## src/rtl/alu_step_controller_if.sv

```systemverilog
// Operator-panel bundle for the single-step ALU controller: raw step/run/switch inputs
// and the architectural state shown on the panel.
interface alu_step_controller_if;
    logic       step;
    logic       run;
    logic [7:0] switches;
    logic [7:0] instruction;
    logic [3:0] accumulator;
    logic [3:0] index;
    logic [3:0] status;
    logic       busy;
    logic [1:0] state;

    modport master (
        output step, run, switches,
        input  instruction, accumulator, index, status, busy, state
    );

    modport slave (
        input  step, run, switches,
        output instruction, accumulator, index, status, busy, state
    );
endinterface

```

## src/rtl/alu_step_controller.sv

```systemverilog
// Single-step / free-running 4-bit ALU controller with a debounced STEP button.
// Each instruction walks IDLE -> FETCH -> EXEC -> WRITE; only WRITE touches A, X and status.
module alu_step_controller #(
    parameter int unsigned DEBOUNCE = 3
) (
    input logic                  clk,
    input logic                  rst_n,
    alu_step_controller_if.slave bus
);
    typedef enum logic [1:0] {
        StIdle  = 2'b00,
        StFetch = 2'b01,
        StExec  = 2'b10,
        StWrite = 2'b11
    } state_e;

    localparam logic [3:0] DebMax  = 4'(DEBOUNCE);
    localparam logic [3:0] DebLast = 4'(DEBOUNCE - 1);

    logic [1:0] sync_q;
    logic [3:0] cnt_q;
    logic       deb_q;
    logic       deb_prev_q;
    logic       step_pulse;

    state_e     state_q;
    logic [7:0] ir_q;
    logic [3:0] a_q;
    logic [3:0] x_q;
    logic [3:0] st_q;
    logic [3:0] res_q;
    logic [3:0] flg_q;
    logic       wr_a_q;
    logic       wr_x_q;
    logic       wr_st_q;

    logic [3:0] op;
    logic [3:0] imm;
    logic [3:0] res;
    logic [4:0] t;
    logic       c;
    logic       v;
    logic       wr_a;
    logic       wr_x;
    logic       wr_st;

    // Debounced level rises once sync_q[1] has been high DEBOUNCE consecutive cycles.
    always_ff @(posedge clk or negedge rst_n) begin
        if (!rst_n) begin
            sync_q     <= 2'b00;
            cnt_q      <= 4'd0;
            deb_q      <= 1'b0;
            deb_prev_q <= 1'b0;
        end else begin
            sync_q     <= {sync_q[0], bus.step};
            deb_prev_q <= deb_q;
            deb_q      <= sync_q[1] && (cnt_q >= DebLast);
            if (!sync_q[1]) begin
                cnt_q <= 4'd0;
            end else if (cnt_q != DebMax) begin
                cnt_q <= cnt_q + 4'd1;
            end
        end
    end

    assign step_pulse = deb_q & ~deb_prev_q;

    assign op  = ir_q[7:4];
    assign imm = ir_q[3:0];

    always_comb begin
        t     = 5'd0;
        res   = a_q;
        c     = 1'b0;
        v     = 1'b0;
        wr_a  = 1'b0;
        wr_x  = 1'b0;
        wr_st = 1'b1;
        case (op)
            4'h1: begin res = imm; wr_a = 1'b1; end
            4'h2: begin res = imm; wr_x = 1'b1; end
            4'h3: begin
                t = {1'b0, a_q} + {1'b0, imm};
                res = t[3:0]; c = t[4]; wr_a = 1'b1;
                v = (a_q[3] == imm[3]) && (res[3] != a_q[3]);
            end
            4'h4: begin
                t = {1'b0, a_q} - {1'b0, imm};
                res = t[3:0]; c = t[4]; wr_a = 1'b1;
                v = (a_q[3] != imm[3]) && (res[3] != a_q[3]);
            end
            4'h5: begin res = a_q & imm; wr_a = 1'b1; end
            4'h6: begin res = a_q | imm; wr_a = 1'b1; end
            4'h7: begin res = a_q ^ imm; wr_a = 1'b1; end
            4'h8: begin
                t = {1'b0, a_q} + {1'b0, x_q};
                res = t[3:0]; c = t[4]; wr_a = 1'b1;
                v = (a_q[3] == x_q[3]) && (res[3] != a_q[3]);
            end
            4'h9: begin res = a_q; wr_x = 1'b1; end
            4'hA: begin
                t = {1'b0, x_q} + 5'd1;
                res = t[3:0]; c = t[4]; wr_x = 1'b1;
                v = ~x_q[3] & res[3];
            end
            4'hB: begin
                t = {1'b0, x_q} - 5'd1;
                res = t[3:0]; c = t[4]; wr_x = 1'b1;
                v = x_q[3] & ~res[3];
            end
            4'hC: begin res = {a_q[2:0], 1'b0}; c = a_q[3]; wr_a = 1'b1; end
            4'hD: begin res = {1'b0, a_q[3:1]}; c = a_q[0]; wr_a = 1'b1; end
            default: wr_st = 1'b0;
        endcase
    end

    // EXEC only captures temporaries, so a reset before WRITE leaves no partial update.
    always_ff @(posedge clk or negedge rst_n) begin
        if (!rst_n) begin
            state_q <= StIdle;
            ir_q    <= 8'h00;
            a_q     <= 4'h0;
            x_q     <= 4'h0;
            st_q    <= 4'h0;
            res_q   <= 4'h0;
            flg_q   <= 4'h0;
            wr_a_q  <= 1'b0;
            wr_x_q  <= 1'b0;
            wr_st_q <= 1'b0;
        end else begin
            case (state_q)
                StIdle: begin
                    if (step_pulse || bus.run) state_q <= StFetch;
                end
                StFetch: begin
                    ir_q    <= bus.switches;
                    state_q <= StExec;
                end
                StExec: begin
                    res_q   <= res;
                    flg_q   <= {c, (res == 4'h0), res[3], v};
                    wr_a_q  <= wr_a;
                    wr_x_q  <= wr_x;
                    wr_st_q <= wr_st;
                    state_q <= StWrite;
                end
                StWrite: begin
                    if (wr_a_q)  a_q  <= res_q;
                    if (wr_x_q)  x_q  <= res_q;
                    if (wr_st_q) st_q <= flg_q;
                    state_q <= StIdle;
                end
                default: state_q <= StIdle;
            endcase
        end
    end

    assign bus.instruction = ir_q;
    assign bus.accumulator = a_q;
    assign bus.index       = x_q;
    assign bus.status      = st_q;
    assign bus.state       = state_q;
    assign bus.busy        = (state_q != StIdle);
endmodule

```

## src/flat_wrapper.sv

```systemverilog
// flat-port wrapper written by rule: the top's interface ports become plain ports
module alu_step_controller_flat 
#(
    parameter int unsigned DEBOUNCE = 3
)
  (clk, rst_n, bus_step, bus_run, bus_switches, bus_instruction, bus_accumulator, bus_index, bus_status, bus_busy, bus_state);
  alu_step_controller_if bus_i ();
  input logic clk;
  input logic rst_n;
  input wire logic [$bits(bus_i.step)-1:0] bus_step;
  input wire logic [$bits(bus_i.run)-1:0] bus_run;
  input wire logic [$bits(bus_i.switches)-1:0] bus_switches;
  output wire logic [$bits(bus_i.instruction)-1:0] bus_instruction;
  output wire logic [$bits(bus_i.accumulator)-1:0] bus_accumulator;
  output wire logic [$bits(bus_i.index)-1:0] bus_index;
  output wire logic [$bits(bus_i.status)-1:0] bus_status;
  output wire logic [$bits(bus_i.busy)-1:0] bus_busy;
  output wire logic [$bits(bus_i.state)-1:0] bus_state;
  assign bus_i.step = bus_step;
  assign bus_i.run = bus_run;
  assign bus_i.switches = bus_switches;
  assign bus_instruction = bus_i.instruction;
  assign bus_accumulator = bus_i.accumulator;
  assign bus_index = bus_i.index;
  assign bus_status = bus_i.status;
  assign bus_busy = bus_i.busy;
  assign bus_state = bus_i.state;
  alu_step_controller #(.DEBOUNCE(DEBOUNCE)) u_core (.clk(clk), .rst_n(rst_n), .bus(bus_i));
endmodule
```

## config.mk

```make
export PLATFORM = sky130hd
export DESIGN_NAME = alu_step_controller_flat
export DESIGN_NICKNAME = d
export VERILOG_FILES = /design/src/rtl/alu_step_controller_if.sv /design/src/rtl/alu_step_controller.sv /design/src/flat_wrapper.sv
export SDC_FILE = /design/constraint.sdc
export NUM_CORES = 1
export LEC_CHECK = 0
export BUFFER_PORTS_ARGS = -buffer_cell sky130_fd_sc_hd__buf_2
export CORE_ASPECT_RATIO = 0.9
export CORE_UTILIZATION = 59
export DETAILED_ROUTE_END_ITERATION = 16
export GPL_TIMING_DRIVEN = 0
export PLACE_DENSITY = 0.8
export SLEW_MARGIN = 10
export SYNTH_ARGS = -nofsm -noshare
export SYNTH_HDL_FRONTEND = slang
export SYNTH_SLANG_ARGS = --single-unit
```

## constraint.sdc

```tcl
create_clock -name clk -period 3.1 [get_ports clk]
set_input_delay 0.31 -clock clk [delete_from_list [all_inputs] [get_ports clk]]
set_output_delay 0.31 -clock clk [all_outputs]
set_load 0.05 [all_outputs]
```

Word-level counts from Yosys, hierarchy flattened --
Cells that the tools add are included.
Storage, ports and cells: register bits 41, bits in latches 0, memory bits (writable) 0, memory bits (read-only) 0, input bits 12, output and inout bits 23, logic and storage cells 80, memories 0
Cells by class: $add $sub $neg 6, multipliers 0, divide/modulo/power cells 0, $lt $le $gt $ge 1, equal/unequal tests 25, shifts and indexed selects 0, mux-type cells 10, bitwise gates (word level) 9, reduce and logical (&&, ||, !) cells 15
Operators with widths (number):
- case mux 4 bit (11 select lines) | 1
- equality test 4 bit (second input constant) | 6
- equality test 4 x 3 -> 1 bit (second input constant) | 4
- OR reduction 13 bit | 1
- adder 4 x 4 -> 5 bit | 2
- OR reduction 9 bit | 1
- equality test 4 x 2 -> 1 bit (second input constant) | 2
- two-way mux 4 bit | 2
- case mux 2 bit (4 select lines) | 1
- case mux 1 bit (7 select lines) | 1
- AND reduction 2 bit | 3
- adder 4 x 1 -> 5 bit (second input constant) | 1
- case mux 1 bit (5 select lines) | 1
- subtractor 4 x 1 -> 5 bit (second input constant) | 1
- subtractor 4 x 4 -> 5 bit | 1
- adder 4 x 1 -> 4 bit (second input constant) | 1
- AND 4 bit | 1
- equality test 2 bit (second input constant) | 2
- equality test 4 x 1 -> 1 bit (second input constant) | 1
- >= comparator 4 x 2 -> 1 bit (second input constant) | 1
- logical AND 1 bit | 4
- logical NOT 4 bit | 1
- inequality test 1 bit | 4
- inequality test 4 x 2 -> 1 bit (second input constant) | 1
- other kinds (15) | 22

Logic depth before layout (Yosys ltp) --
depth in word-level cells 5, mapped depth 8

Worst setup path before layout --
No wires, ideal clock.
path type register to register, start point register u_core.a_q[0], in the netlist u_core.bus.accumulator[0], end point register u_core.flg_q[2], setup time 0.104 ns, arrival 2.520 ns, required time 2.996 ns, path slack 0.476 ns, cell stages (with the launch flop) 9, path through dfrtp_1 inv_1 ha_1 fa_1 xor2_1 a32o_1 a2111oi_2 o211ai_1 o41ai_2
Between the ends: cells in the longest elaborated chain, start to end 3
Ends and longest elaborated chain:
- from (decl) | line alu_step_controller.sv:28 | logic [3:0] a_q;
- from (signal assigned) | line alu_step_controller.sv:148 | if (wr_a_q) a_q <= res_q;
- adder 4 x 4 -> 5 bit (tied with other cells) | line alu_step_controller.sv:96 | t = {1'b0, a_q} + {1'b0, x_q};
- case mux 4 bit (11 select lines) (*) | line alu_step_controller.sv:79 | case (op)
- logical NOT 4 bit (*) | line alu_step_controller.sv:141 | flg_q <= {c, (res == 4'h0), res[3], v};
- to (signal assigned) | line alu_step_controller.sv:141
- to (decl) | line alu_step_controller.sv:32 | logic [3:0] flg_q;
Every way passes the cells marked *; elsewhere a longest branch is shown, timed or not. A chain may end at the register's enable or synchronous reset.

Worst setup path after layout --
Same ends and word-level chain as after synthesis.

==> results.md <==
Run status:
- The run finished with clean final reports.

Cells and area:
- The number of antenna diodes in the final layout is 0.
- In the layout the commonest cells are 40 x buf_2, 40 x dfrtp_1, 32 x ha_1, 29 x inv_1, 20 x o21ai_0.
- The area growth from synthesis to layout is 12.2%.
- The design area is 3260 sq um.
- The share of cells above drive strength 1 is 22.2%.
- The total number of nets in the final design is about 380.
- The filler cell count in the final layout is 364.

GRT:
- The global-route wire length before repair is ~12000 microns.
- The initial antenna violation count is 0.
- Global routing used 29.5% of the available tracks.
- Summed over all layers, the global routing overflow is 0.
- The number of global-route vias before repair is 2243.
- Entering global routing, the biggest net connects 41 pins.

Clocking:
- Counting along the longest clock path gives a buffer depth of 2.
- The number of buffers created by CTS is 5.
- The clock latency on the worst-skew pair is 300 ps.
- The H-tree generated during clock tree synthesis spans 2 levels.
- The number of setup buffers added after CTS is 0.
- TritonCTS built the clock tree.
- In this run, post-CTS repair resized a total of 0 instances.
- The buffer type at the clock tree root is clkbuf_8.
- Clock-pin slew was measured on the worst setup and hold paths at 80 ps.
- For this design, the sink count on the clock tree is 40.
- The count of hold-fix buffers inserted at cts is 0.

Logic synthesis:
- The count of distinct cell types in the synthesized netlist is 61.
- The dominant synthesized flop cell is dfrtp_1.
- The synthesized design devotes to its leading area cell type 34.4% of total area.
- The synthesis warning total is 0.
- The area of the mapped netlist is between 2000 and 3000 sq um.
- The fraction of synthesis flops using an asynchronous set or reset pin is 100%.
- The part of the Yosys area used for sequential elements is 34.4%.
- The average cell area after synthesis is approximately 9.8 sq um.
- The biggest area contributor in the post-synthesis netlist is dfrtp_1.
- By area the synthesized netlist is led by dfrtp_1 34%, ha_1 14%, mux2_2 7.0%.
- The net count of the mapped netlist is around 340.
- In the synthesized netlist, the number of instances is about 300.
- After synthesis the netlist holds a flip-flop and latch count of 40.
- Yosys mapped a number of flops with a built-in enable equal to 0.

Detailed routing:
- The total wirelength of the detailed-routed design is 7190 microns.
- After detailed routing, the number of remaining DRC violations is 0.
- The number of design-rule violations left by the first detailed-router iteration is ~230.
- The post-detailed-route count of antenna-violating nets is 0.
- The average wire length per cell after detail routing is between 15 and 20 microns.
- The routed via count is 2447.
- The first detailed-routing pass ran for 4 iterations.
- The post-detailed-route via-to-cell ratio is 6.12.

Timing:
- The fmax is 379 MHz.
- Setup violations remaining at the end of the flow were counted as 0.
- The smallest setup slack after layout is 462 ps.
- Headroom to the max-slew limit came out at 42.7%.
- The minimum period implied by the final worst setup slack is roughly 2600 ps.
- Setup repair after global routing left no endpoint under its margin.
- The number of max-slew violations in the final report is 0.
- The pin slew with the least headroom to its limit is 860 ps.
- Clock skew on the completed layout was measured at roughly 10 ps.
- Adding up every negative setup slack in the final design gives 0 ps.
- The number of endpoints with negative hold slack in the final report is 0.
- The ratio of final minimum period to clock period is 85.1%.

Critical path:
- The worst setup path is launched from a register.
- At the worst endpoint, the arrival time is 2840 ps.
- The highest fanout seen on the critical path is 8.
- The critical path in this run is classified as register to register.
- STA puts the critical path data required time at 3300 ps.
- STA classifies the critical path endpoint as a register.

Placed design:
- Buffers placed on the I/O ports in this run total 34.
- The placed instances occupy a cell area of 3160 sq um.
- The pre-CTS setup slack is around 510 ps.
- The last weighted congestion value of the routability-driven placer is 0.894.
- Summed over all nets, the half-perimeter wirelength after detailed placement is 5290 microns.

Worst hold path:
- The type of the tightest min-delay check is primary input to async pin.

Die:
- The initialized floorplan defines 23 standard-cell rows.
- For this configuration, the core starts out at a cell density of 63.2%.
- The die is 76 microns wide.
- The overall die height is 68.6 microns.
- The die footprint is approximately 5200 sq um.
- The core region is approximately 4600 sq um.
- The number of primary I/O pins is 35.

Run:
- The reported max-cap violation count is 0.
[registers in the layout (all words and copies together), names as in the netlist]
signal,flops
u_core.deb_q,1
u_core.bus.accumulator,4
u_core.bus.status,4
u_core.bus.index,4
u_core.wr_x_q,1
u_core.deb_prev_q,1
u_core.sync_q,2
u_core.wr_st_q,1
u_core.wr_a_q,1
u_core.res_q,3
u_core.bus.instruction,8
u_core.cnt_q,4
u_core.bus.state,2
u_core.flg_q,4
[routing by layer]
layer / GRT usage (%) / vias up / part of all wire [%]
met2: 44.8 / 115 / 44
met3: 5.53 / 15 / 7.0
met1: 42.7 / 1170 / 47
li1: - / 1147 / -
met5: 0 / - / 0
met4: 9.86 / 0 / 1.9
[worst max-delay path: stages (launching register included)]
cell and delay (ps):
dfrtp_1 550, inv_1 110, ha_1 280, fa_1 410, xor2_1 180, a32o_1 220
a2111oi_2 350, o211ai_1 220, o41ai_2 220
[cells by family after synthesis]
group / share of synthesized area [%]
AO/OA/AOI/OAI: 19.2
XOR/XNOR: 2.41
adder cells (fa/ha/maj): 15.8
buffers and inverters: 6.50
flip-flops: 34.4
multiplexers: 7.66
AND/OR/NAND/NOR: 13.9
[metrics by stage]
stage / util (%) / hold slack (ps) / std cells
after floorplan: - / 14.4 / 296
after global placement: 68.5 / 339 / 392
after detailed placement: 68.5 / 344 / 392
after CTS: 70.9 / 116 / 400
after global routing: 70.9 / 108 / 400
final: 70.9 / 112 / 400
[path summary, 6_finish.rpt]
path	from	to	slack, ps	cells past startpoint
worst min register to register	u_core.sync_q[0]	u_core.sync_q[1]	360	0
max in group asynchronous	rst_n	u_core.sync_q[0]	2430	1
min in group clk	bus_step	u_core.sync_q[0]	120	1
worst min-delay path	rst_n	u_core.bus.instruction[2]	110	1
worst max register to register	u_core.bus.accumulator[0]	u_core.flg_q[2]	460	8
worst max-delay path	u_core.bus.accumulator[0]	u_core.flg_q[2]	460	8
[synthesized netlist by cell type, drive strengths merged (2+ instances only)]
cell,count
dfrtp,40
ha,32
inv,29
o21ai,20
nand2,19
mux2,18
nor2,10
a21oi,9
buf,9
nand3,7
nor2b,7
a211oi,6
a31oi,6
nand2b,6
a2111oi,5
clkbuf,5
a22oi,4
xnor2,4
xor2,4
a21o,3
and3,3
fa,3
nor3b,3
a41oi,2
and2,2
and4,2
mux2i,2
nand3b,2
nor4,2
o211a,2
o211ai,2
o221ai,2
o22ai,2
o31ai,2
or3b,2
[area by class of cell]
cell class / count / area, sq um / area share (%)
clock buffer: 6 / 72.6 / 2.22
sequential: 40 / 1000 / 30.7
inverter: 29 / 109 / 3.34
timing repair buffer: 34 / 170 / 5.21
clock inverter: 2 / 35.0 / 1.07
tap: 62 / 77.6 / 2.38
buffer: 14 / 80.1 / 2.45
multi-input combinational: 213 / 1720 / 52.6
Power is left out: the tool's default activity adds up to more than one toggle a clock period on the data nets, which glitch-free logic cannot reach.
